--- src/rtl/vend_pkg.sv ---
// Shared definitions for the vending credit controller.
//   - FSM state encoding (2-bit)
//   - coin value constants and coin-select codes
//   - coin_value(): maps a coin-select code to its value in coin units
package vend_pkg;

    typedef enum logic [1:0] {
        ST_IDLE     = 2'd0,
        ST_ACCUM    = 2'd1,
        ST_DISPENSE = 2'd2,
        ST_CHANGE   = 2'd3
    } vend_state_e;

    localparam logic [3:0] COIN_1 = 4'd1;
    localparam logic [3:0] COIN_2 = 4'd2;
    localparam logic [3:0] COIN_5 = 4'd5;

    localparam logic [1:0] SEL_COIN_1 = 2'b00;
    localparam logic [1:0] SEL_COIN_2 = 2'b01;
    localparam logic [1:0] SEL_COIN_5 = 2'b10;
    localparam logic [1:0] SEL_INVALID = 2'b11;

    // An invalid code maps to 0 so the adder output is harmless; the
    // controller rejects that coin anyway.
    function automatic logic [3:0] coin_value(input logic [1:0] sel);
        logic [3:0] val;
        case (sel)
            SEL_COIN_1: val = COIN_1;
            SEL_COIN_2: val = COIN_2;
            SEL_COIN_5: val = COIN_5;
            default:    val = 4'd0;
        endcase
        return val;
    endfunction

endpackage

--- src/rtl/parallel_adder.sv ---
// 4-bit parallel adder shared by the credit controller.
// Ports:
//   a, b  in  4  operands
//   cin   in  1  carry in
//   sum   out 4  a + b + cin (low 4 bits)
//   cout  out 1  carry out
module parallel_adder (
    input  logic [3:0] a,
    input  logic [3:0] b,
    input  logic       cin,
    output logic [3:0] sum,
    output logic       cout
);

    assign {cout, sum} = {1'b0, a} + {1'b0, b} + {4'd0, cin};

endmodule

--- src/rtl/vend_credit_ctrl.sv ---
// Vending machine credit controller.
// Accumulates coins into a registered credit through the shared
// parallel_adder, dispenses once credit reaches PRICE, and returns
// change (or a refund) through a valid/ack handshake.
// Ports:
//   clk           in  1  system clock, rising edge
//   rst_n         in  1  synchronous active-low reset
//   coin_valid    in  1  coin strobe
//   coin_sel      in  2  coin type (00=1, 01=2, 10=5, 11=invalid)
//   cancel        in  1  refund request
//   change_ack    in  1  change taken downstream
//   credit        out 4  running credit
//   dispense      out 1  vend pulse
//   coin_reject   out 1  coin-return pulse
//   change_valid  out 1  change_amt valid, held until acked
//   change_amt    out 4  amount to return
//   busy          out 1  in DISPENSE or CHANGE
// Build option: define VEND_CANCEL_EN to enable the cancel/refund path;
// otherwise cancel is ignored.
//
// state    | meaning
// IDLE     | no credit held
// ACCUM    | credit held, collecting coins
// DISPENSE | one-cycle vend, change computed by subtraction
// CHANGE   | change_amt presented until acked
module vend_credit_ctrl
    import vend_pkg::*;
#(
    parameter logic [3:0] PRICE = 4'd7
) (
    input  logic       clk,
    input  logic       rst_n,
    input  logic       coin_valid,
    input  logic [1:0] coin_sel,
    input  logic       cancel,
    input  logic       change_ack,
    output logic [3:0] credit,
    output logic       dispense,
    output logic       coin_reject,
    output logic       change_valid,
    output logic [3:0] change_amt,
    output logic       busy
);

    vend_state_e state_q, state_d;
    logic [3:0]  credit_q, credit_d;
    logic [3:0]  change_amt_q, change_amt_d;
    logic        dispense_q, dispense_d;
    logic        coin_reject_q, coin_reject_d;
    logic        change_valid_q, change_valid_d;
    logic        busy_q, busy_d;

    logic [3:0]  add_b;
    logic        add_cin;
    logic [3:0]  sum;
    logic        cout;
    logic        accepting;
    logic        vend_pending;
    logic        cancel_req;

    assign accepting    = (state_q == ST_IDLE) || (state_q == ST_ACCUM);
    assign vend_pending = (state_q == ST_ACCUM) && (credit_q >= PRICE);

`ifdef VEND_CANCEL_EN
    assign cancel_req = cancel && accepting && !vend_pending;
`else
    logic unused_cancel;
    assign unused_cancel = cancel;
    assign cancel_req    = 1'b0;
`endif

    // Subtract mode in DISPENSE: credit + ~PRICE + 1 = credit - PRICE.
    always_comb begin
        add_b   = coin_value(coin_sel);
        add_cin = 1'b0;
        if (state_q == ST_DISPENSE) begin
            add_b   = ~PRICE;
            add_cin = 1'b1;
        end
    end

    parallel_adder u_adder (
        .a    (credit_q),
        .b    (add_b),
        .cin  (add_cin),
        .sum  (sum),
        .cout (cout)
    );

    always_ff @(posedge clk) begin
        if (!rst_n) begin
            state_q        <= ST_IDLE;
            credit_q       <= 4'd0;
            change_amt_q   <= 4'd0;
            dispense_q     <= 1'b0;
            coin_reject_q  <= 1'b0;
            change_valid_q <= 1'b0;
            busy_q         <= 1'b0;
        end else begin
            state_q        <= state_d;
            credit_q       <= credit_d;
            change_amt_q   <= change_amt_d;
            dispense_q     <= dispense_d;
            coin_reject_q  <= coin_reject_d;
            change_valid_q <= change_valid_d;
            busy_q         <= busy_d;
        end
    end

    always_comb begin
        state_d       = state_q;
        credit_d      = credit_q;
        change_amt_d  = change_amt_q;
        coin_reject_d = 1'b0;
        case (state_q)
            ST_IDLE, ST_ACCUM: begin
                if (cancel_req) begin
                    coin_reject_d = coin_valid;
                    credit_d      = 4'd0;
                    if (credit_q != 4'd0) begin
                        change_amt_d = credit_q;
                        state_d      = ST_CHANGE;
                    end else begin
                        state_d = ST_IDLE;
                    end
                end else if (vend_pending) begin
                    // Credit must stay frozen until the vend subtracts PRICE.
                    coin_reject_d = coin_valid;
                    state_d       = ST_DISPENSE;
                end else if (coin_valid) begin
                    if ((coin_sel == SEL_INVALID) || cout) begin
                        coin_reject_d = 1'b1;
                    end else begin
                        credit_d = sum;
                        state_d  = ST_ACCUM;
                    end
                end
            end
            ST_DISPENSE: begin
                coin_reject_d = coin_valid;
                change_amt_d  = sum;
                credit_d      = 4'd0;
                state_d       = (sum != 4'd0) ? ST_CHANGE : ST_IDLE;
            end
            ST_CHANGE: begin
                coin_reject_d = coin_valid;
                if (change_ack) begin
                    change_amt_d = 4'd0;
                    state_d      = ST_IDLE;
                end
            end
            default: state_d = ST_IDLE;
        endcase
    end

    // Status outputs are registered copies of the next-state decode so
    // they line up with the state they describe.
    always_comb begin
        dispense_d     = (state_d == ST_DISPENSE);
        change_valid_d = (state_d == ST_CHANGE);
        busy_d         = (state_d == ST_DISPENSE) || (state_d == ST_CHANGE);
    end

    assign credit       = credit_q;
    assign dispense     = dispense_q;
    assign coin_reject  = coin_reject_q;
    assign change_valid = change_valid_q;
    assign change_amt   = change_amt_q;
    assign busy         = busy_q;

endmodule

--- config.mk ---
export PLATFORM = sky130hd
export DESIGN_NAME = vend_credit_ctrl
export DESIGN_NICKNAME = d
export VERILOG_FILES = /design/src/rtl/vend_pkg.sv /design/src/rtl/parallel_adder.sv /design/src/rtl/vend_credit_ctrl.sv
export SDC_FILE = /design/constraint.sdc
export NUM_CORES = 1
export LEC_CHECK = 0
export ABC_AREA = 1
export CORE_ASPECT_RATIO = 0.6
export CORE_UTILIZATION = 30
export DETAILED_ROUTE_END_ITERATION = 8
export SYNTH_ARGS = -nofsm -noshare
export SYNTH_HDL_FRONTEND = slang
export SYNTH_HIERARCHICAL = 1
export SYNTH_SLANG_ARGS = --single-unit
--- constraint.sdc ---
create_clock -name clk -period 2.4 [get_ports clk]
set_input_delay 0.72 -clock clk [delete_from_list [all_inputs] [get_ports clk]]
set_output_delay 0.72 -clock clk [all_outputs]
set_load 0.05 [all_outputs]
# After elaboration in Yosys (flattened, before gate mapping)

Cells that the tools add are included.

Input port bits: 7
Bits in writable memories: 0
Memories kept: 0
Word-level logic and storage cells: 53
ROM bits: 0
Register bits: 14
Output and inout bits: 12
Bits in latches: 0

Add/subtract/negate cells: 2
Div/mod/pow operators: 0
$mul: 0
Magnitude comparators: 1
Bitwise gates (word level): 1
Equality and inequality tests: 12
Shift-type cells: 0
Reductions and logical operators: 11
Muxes and demuxes: 19

Operators with widths:

| operator           | number |
|---|---|
| $mux 4             | 5 |
| $pmux 4 s2         | 2 |
| $eq 2x2->1 const B | 6 |
| $mux 2             | 5 |
| $pmux 3 s3         | 1 |
| $ne 2x2->1 const B | 4 |
| $pmux 2 s3         | 1 |
| $add 4x4->5        | 1 |
| $add 5x1->5        | 1 |
| $eq 2x1->1 const B | 2 |
| $ge 4x3->1 const B | 1 |
| $logic_not 2->1    | 2 |
| $mux 1             | 4 |
| $reduce_and 4->1   | 1 |
| $reduce_bool 4->1  | 1 |
| $reduce_or 2->1    | 2 |
| $logic_or 1x1->1   | 2 |
| $pmux 1 s2         | 1 |
| $reduce_and 2->1   | 1 |
| $reduce_bool 2->1  | 1 |
| $logic_and 1x1->1  | 1 |
| $not 1->1          | 1 |

# Depth between registers and ports, before layout

Word-level depth: 12
Mapped depth: 14
Mapped depth without buffers: 14

# By module

The synthesis kept the hierarchy.

Modules (own cells, without submodules):

| module           | instances | sequential area each (µm²) | cells an instance | area an instance (µm²) |
|---|---|---|---|---|
| vend_credit_ctrl | 1         | 260.2                      | 89                | 616.8 |
| parallel_adder   | 1         | 0.0                        | 25                | 165.2 |

# Least setup slack after synthesis

Ideal clock, no wire load.

Kind: reg-to-reg
From: reg state_q[1]
To: reg credit_q[3], in the netlist credit[3]
Required time: 2336 ps
Data arrival time: 2358 ps
Clock period less this slack: 2421 ps
Path buffers: 0
Stages on the path, launching flop included: 15
Library setup time: 64 ps
Path slack: -21 ps
Cells stage by stage: dfxtp_1 > inv_2 > nor2_8 > nor2_1 > fa_1 > inv_1 > fa_1 > o21ai_1 > inv_1 > nand3_1 > nand2_4 > nand3_4 > nand2_1 > inv_1 > nor2_1

Elaborated cells on any way between the ends: 19
Those cells by class: 2 x add/sub; 5 x eq/ne; 6 x mux; 6 x reduce/logical

RTL lines:

| what                              | line                    | RTL |
|---|---|---|
| start: declaration                | vend_credit_ctrl.sv:45  | `vend_state_e state_q, state_d;` |
| start signal: assignment          | vend_credit_ctrl.sv:100 | `state_q <= state_d;` |
| $eq 2x2->1                        | vend_credit_ctrl.sv:76  | `if (state_q == ST_DISPENSE) begin` |
| $mux 4                            | vend_credit_ctrl.sv:76  |  |
| via add_b[3]                      | vend_credit_ctrl.sv:53  | `logic [3:0] add_b;` |
| $add 4x4->5                       | parallel_adder.sv:15    | `assign {cout, sum} = {1'b0, a} + {1'b0, b} + {4'd0, cin};` |
| $add 5x1->5                       | parallel_adder.sv:15    |  |
| via cout                          | vend_credit_ctrl.sv:56  | `logic cout;` |
| $logic_or 1x1->1                  | vend_credit_ctrl.sv:131 | `if ((coin_sel == SEL_INVALID) \|\| cout) begin` |
| $ne 2x2->1 (no source line)       | n/a                     |  |
| $reduce_and 4->1 (no source line) | n/a                     |  |
| end signal: assignment            | vend_credit_ctrl.sv:101 | `credit_q <= credit_d;` |
| end: declaration                  | vend_credit_ctrl.sv:46  | `logic [3:0] credit_q, credit_d;` |

The timed path passes the listed nets, and every way through them passes these cells. The select of a mux whose other input is x is not followed.
A chain may end at the register's enable or synchronous reset.

# Final worst setup path

From: in coin_sel[0]
To: reg credit_q[3], in the netlist credit[3]

Elaborated cells on any way between the ends: 15
Those cells by class: 2 x add/sub; 4 x eq/ne; 6 x mux; 3 x reduce/logical

RTL lines:

| what                                     | line                    | RTL |
|---|---|---|
| start: declaration                       | vend_credit_ctrl.sv:34  | `input logic [1:0] coin_sel,` |
| $eq 2x2->1, or another cell as far along | vend_pkg.sv:27          | `case (sel)` |
| $pmux 3 s3 (*)                           | vend_pkg.sv:27          |  |
| $mux 4 (*)                               | vend_credit_ctrl.sv:76  |  |
| via add_b[0]                             | vend_credit_ctrl.sv:53  |  |
| $add 4x4->5 (*)                          | parallel_adder.sv:15    |  |
| $add 5x1->5 (*)                          | parallel_adder.sv:15    |  |
| via cout                                 | vend_credit_ctrl.sv:56  |  |
| $logic_or 1x1->1 (*)                     | vend_credit_ctrl.sv:131 |  |
| $ne 2x2->1 (no source line) (*)          | n/a                     |  |
| $reduce_and 4->1 (no source line) (*)    | n/a                     |  |

Mark *: on every way through the listed nets, which the timed path passes. The rest lies on a longest branch. The select of a mux whose other input is x is not followed.

==> out/qor.yml <==
status: "complete, no violations"
netlist_area_um2: 782
synthMuxAreaShare: 0
die_h_um: 41.5
relSlewSlack: 0.669
post_drt_wl_per_cell_um: 11.0
vias: 807
cap_viol_max_count: 0
synth-edff-count: 0
synth-seq-cells: 13
synthTopCellsByArea: "dfxtp_1, nand2_1, inv_1, a21oi_1, nor2_1"
cp-end-kind: "flip-flop"
grt.total_usage: 0.151
crit_path_start_kind: "primary input"
path_clk_slew_ps: 50
min_period_ps: 2240
stdcell_area_um2: 1130
clock-skew-final_ps: 0.614
p_total_mw: 0.806
fin_crit_sh: 0.934
busiest_layer: "met1"
synth_compound_gate_area_share: 0.0768
numPortBuffers: 17
cts_sinks: 13
rsz0062_at_grt: "no"
drt-pass1-iter-count: 4
initial_core_util: 0.339
synth_top_family_by_area: "simple AND/OR/NAND/NOR gates"
area_delta_synth_final_pct: 44.3
grt_use_met3: 0.0604
synthAdderAreaFrac: 0.0992
clk_path_buf_depth: 2
finalSetupViolCount: 0
grt_max_degree: 12
ios: 19
grt_pass1_wl_um: 3150
use_met2: 0.212
seq_area_frac_synth: 0.333
coreArea_um2: 2310
htreeDepth: 1
place_area_um2: 1050
yosys_most_used_dff: "dfxtp_1"
synth_cells: 114
worst_slew_pin_slew_ps: 495
antenna_found_initial: 0
leakage_nw: 0.529
synth_xor_area_frac: 0.0112
synthTopCellsByCount: "nand2_1, inv_1, dfxtp_1"
routed_wl_um: 1930
use_met1: 0.217
clkLatencyLatePin_ps: 240
grt_pass1_vias: 735
num_rows: 13
hp-class: "reg -> reg"
yosysMostFrequentCell: "nand2_1"
drive_gt1_frac: 0.186
arrival_ps: 2420
hold_violations: 0
layout.nets: 158
ir_drop_v: 0.000293
hpwl_um: 1540
gp_congestion: 0.832
post_synth_and_or_nand_nor_area_fraction: 0.374
initialDrtViolationCount: 63
syn-num-nets: 126
fp.dieW_um: 67.9
vias_per_cell: 4.61
slew_violations: 0
die-area_um2: 2820
yosysTopAreaCell: "dfxtp_1"
async_flop_share: 0
drc_errors: 0
crit_fanout: 5
cts.root.buffer_cell: "clkbuf_8"
ant_nets: 0
power_density_nw_per_um2: 714
synthDistinctLibCells: 18
max_clock_freq_mhz: 446
n_antenna_cell: 0
grt-ovfl-total: 0
crit_type: "in -> reg"
yosys_warnings: 6
synth.avg_cell_area_um2: 6.86
cts_tree: "yes"
cts_buffers: 3
synth_top_cell_area_share: 0.333
critPathRequiredTime_ps: 2580
-- metrics by stage --
step | hold WS, ps | setup WS [ps] | TNS (ps) | cells | utilization
2_1_floorplan | 636 | 183 | 0 | 114 | -
3_3_place_gp | 453 | -504 | -4240 | 169 | 0.455
3_5_place_dp | 453 | -532 | -4430 | 169 | 0.455
4_1_cts | 462 | 135 | 0 | 175 | 0.488
5_1_grt | 481 | 2.96 | 0 | 175 | 0.489
6_report | 461 | 158 | 0 | 175 | 0.489
-- cell type report --
class / instances / area (um^2)
tap: 30 / 37.5
sequential: 13 / 262
multi-input combinational: 79 / 458
timing repair buffer: 27 / 244
inverter: 22 / 82.6
fill: 231 / 1180
clock buffer: 4 / 45.0
-- kinds of logic (layout without fill, tap and decap cells) --
logic type               after synthesis  count (layout)
AND/OR/NAND/NOR                       61              61
buffers and inverters                 22              53
flip-flops                            13              13
AO/OA/AOI/OAI                         12              12
adder cells (fa/ha/maj)                5               5
XOR/XNOR                               1               1
-- worst paths after layout --
| path | startpoint | to | slack [ps] | cells after the start |
|---|---|---|---|---|
| min reg2reg | change_amt[1] | change_amt[1] | 460 | 2 |
| min | change_amt[1] | change_amt[1] | 460 | 2 |
| max | coin_sel[0] | credit[3] | 160 | 13 |
| max reg2reg | state_q[1] | credit[3] | 210 | 14 |
-- sequential cells by signal, summed over array words and instances, names as in the netlist --
| name | cells |
|---|---|
| coin_reject | 1 |
| state_q | 2 |
| change_amt | 4 |
| change_valid | 1 |
| credit | 4 |
| dispense | 1 |
-- placed cells by master (no fill, tap or decap), drive strengths merged --
cell type	count
nand3	8
buf	10
nand2	33
nand4	4
clkdlybuf4s50	15
inv	22
o21ai	2
fa	2
clkbuf	4
nor3	2
dfxtp	13
or2	1
a21oi	10
dlygate4sd2	1
ha	3
xnor2	1
clkdlybuf4s15	1
nor2	13
-- where the power goes --
group / internal [mW] / total [mW] / switching, mW
clock: 0.117 / 0.196 / 0.0787
combinational: 0.144 / 0.354 / 0.211
sequential: 0.237 / 0.256 / 0.0190
total: 0.498 / 0.806 / 0.308
-- worst max-delay path, cell delays in order --
cell and delay [ps]:
clkdlybuf4s15_1 220, nor2_2 70, fa_1 410, inv_1 80
fa_2 210, o21ai_1 80, inv_1 90, nand3_2 110
nand2_4 130, nand3_4 90, nand2_1 80, inv_1 40
nor2_1 90
-- repair_timing --
item | in CTS | in global routing
setup buffers | 2 | 0
gates resized for setup | 7 | 1
setup endpoints to repair | 10 | 3
pin swaps | 5 | 0
hold buffers | 0 | 0
-- routing by layer --
layer | routed length, um | share of wire | vias up
li1 | - | - | 416
met1 | 1010 | 0.52 | 370
met2 | 778 | 0.40 | 19
met3 | 136 | 0.070 | 2
met4 | 8 | 0.0041 | 0
met5 | 0 | 0 | -
Note: power is estimated with default switching activity, not from simulation.
==> variant: new RTL, same settings <==
The option `VEND_CANCEL_EN` is turned on by a define.
--- a/src/rtl/vend_credit_ctrl.sv
+++ b/src/rtl/vend_credit_ctrl.sv
@@ -24,4 +24,6 @@
 // DISPENSE | one-cycle vend, change computed by subtraction
 // CHANGE   | change_amt presented until acked
+`define VEND_CANCEL_EN
+
 module vend_credit_ctrl
     import vend_pkg::*;
Check against the original RTL: not equivalent (a bounded check fails within 4 cycles, from zero or initial values and one cycle with rst_n low).
==> variant against the unedited design <==
  * Non-clock buffer count increased by 4
  * Worst setup slack got worse by 0.043 ns
  * Synthesized area increased by 20%
  * Sequential cell count increased by 1
  * Cell area increased by 19%
  * Core utilization decreased by 3.1 points
  * Routed wire length increased by 26%
  * Highest routed layer is now met3
Power is not compared: it rests on default switching activity, and its combinational part moved more than twofold at a synthesized area within 25%.
==> variant: results (changes against the unedited design) <==
metric;value;unit;change
status;finished, final reports clean;;unchanged
number of global-route vias before repair;807;;was 735
CP arrival;2.47;ns;was 2.42 ns
met3 Resource Use GR;4.42;%;was 6.04%
asr flop ratio synth;0;%;unchanged
Detail Placement HPWL;1890;um;was 1540 um
Post-Place Setup Slack;-0.597;ns;was -0.532 ns
syn_nets;158;;was 126
proportion of layout cells with a drive suffix above 1;19.6;%;was 18.6%
largest net degree at the start of global routing;10;;was 12
Post-synth top cells;nand2_1, inv_1, nor2_1;;was nand2_1, inv_1, dfxtp_1
Crit-path slowest cell;fa_2;;was fa_1
post-synth cell types;24;;was 18
fin nets;192;;was 158
Post-Synthesis Cell Area;941;um^2;was 782 um^2
CP peak stage delay;0.43;ns;was 0.41 ns
final WL;2430;um;was 1930 um
IO Port Bufs;18;;was 17
Synth area leaders;dfxtp_1, nand2_1, inv_1, nor2_1, nand3_1;;was dfxtp_1, nand2_1, inv_1, a21oi_1, nor2_1
sequential share of the synthesized area;29.8;%;was 33.3%
gpl congestion;0.916;;was 0.832
worst slew pin tran;0.498;ns;was 0.495 ns
final clock skew;0.00389;ns;was 0.000614 ns
vias per cell;4.35;;was 4.61
first-pass GRT wire length;3820;um;was 3150 um
Num CTS Buffers;3;;unchanged
Initial DRC Count;60;;was 63
Worst Reg2Reg Path Length in Cells;13;;was 14
WL met3;209;um;was 136 um
grt met1 use;26.1;%;was 21.7%
WL met1;1370;um;was 1010 um
Seq power;0.394;mW;
met2 usage;18.2;%;was 21.2%
clock tree buffer depth;2;;unchanged
met2 WL;850;um;was 778 um
top sig layer;met3;;was met4
overall routing resource usage;15.3;%;was 15.1%
## variant: cell count changes after synthesis, moves of 3 or more
cell | unedited run | this run
inv_1 | 19 | 26
nand2_1 | 31 | 38
nand3_1 | 7 | 14
nand3_2 | 0 | 3
nand4_1 | 4 | 0
nor2_1 | 12 | 19
## variant: worst paths after layout
path	from	to	slack [ns]
setup reg to reg	state_q[1]	change_valid	0.12
hold / removal	change_amt[0]	change_amt[0]	0.47
hold reg to reg	change_amt[0]	change_amt[0]	0.47
setup / recovery	state_q[1]	change_valid	0.12
## variant: worst register-to-register path: cells and delay by family (launching register included)
family                   cells  cell delay, ns
adder cells (fa/ha/maj)      2            0.85
buffers and inverters        4            0.40
AND/OR/NAND/NOR              6            0.51
flip-flops                   1            0.35
AO/OA/AOI/OAI                1            0.11
## variant: repair_timing
item                       CTS  global route
setup endpoints to repair   11            11
pin swaps                    3             5
gates resized for setup      7             6
hold buffers                 0             0
setup buffers                0             3
## variant: cell type report
type | count | area (um^2)
fill | 307 | 1590
multi-input combinational | 103 | 578
sequential | 14 | 280
timing repair buffer | 31 | 272
inverter | 27 | 101
clock buffer | 4 | 55.1
tap | 42 | 52.6
## variant: kinds of logic after synthesis
| group | Yosys count | synth area share, % |
|---|---|---|
| AND/OR/NAND/NOR | 81 | 38.8 |
| buffers and inverters | 29 | 12.8 |
| AO/OA/AOI/OAI | 16 | 9.44 |
| flip-flops | 14 | 29.8 |
| XOR/XNOR | 1 | 0.931 |
| adder cells (fa/ha/maj) | 5 | 8.25 |
## variant: through the flow
stage / TNS (ns) / cells / instance area, um^2
floorplan: 0 / 146 / 941
global placement: -5.19 / 214 / 1230
detailed placement: -5.79 / 214 / 1230
CTS: 0 / 218 / 1300
global route: -0.0814 / 221 / 1340
finish: 0 / 221 / 1340
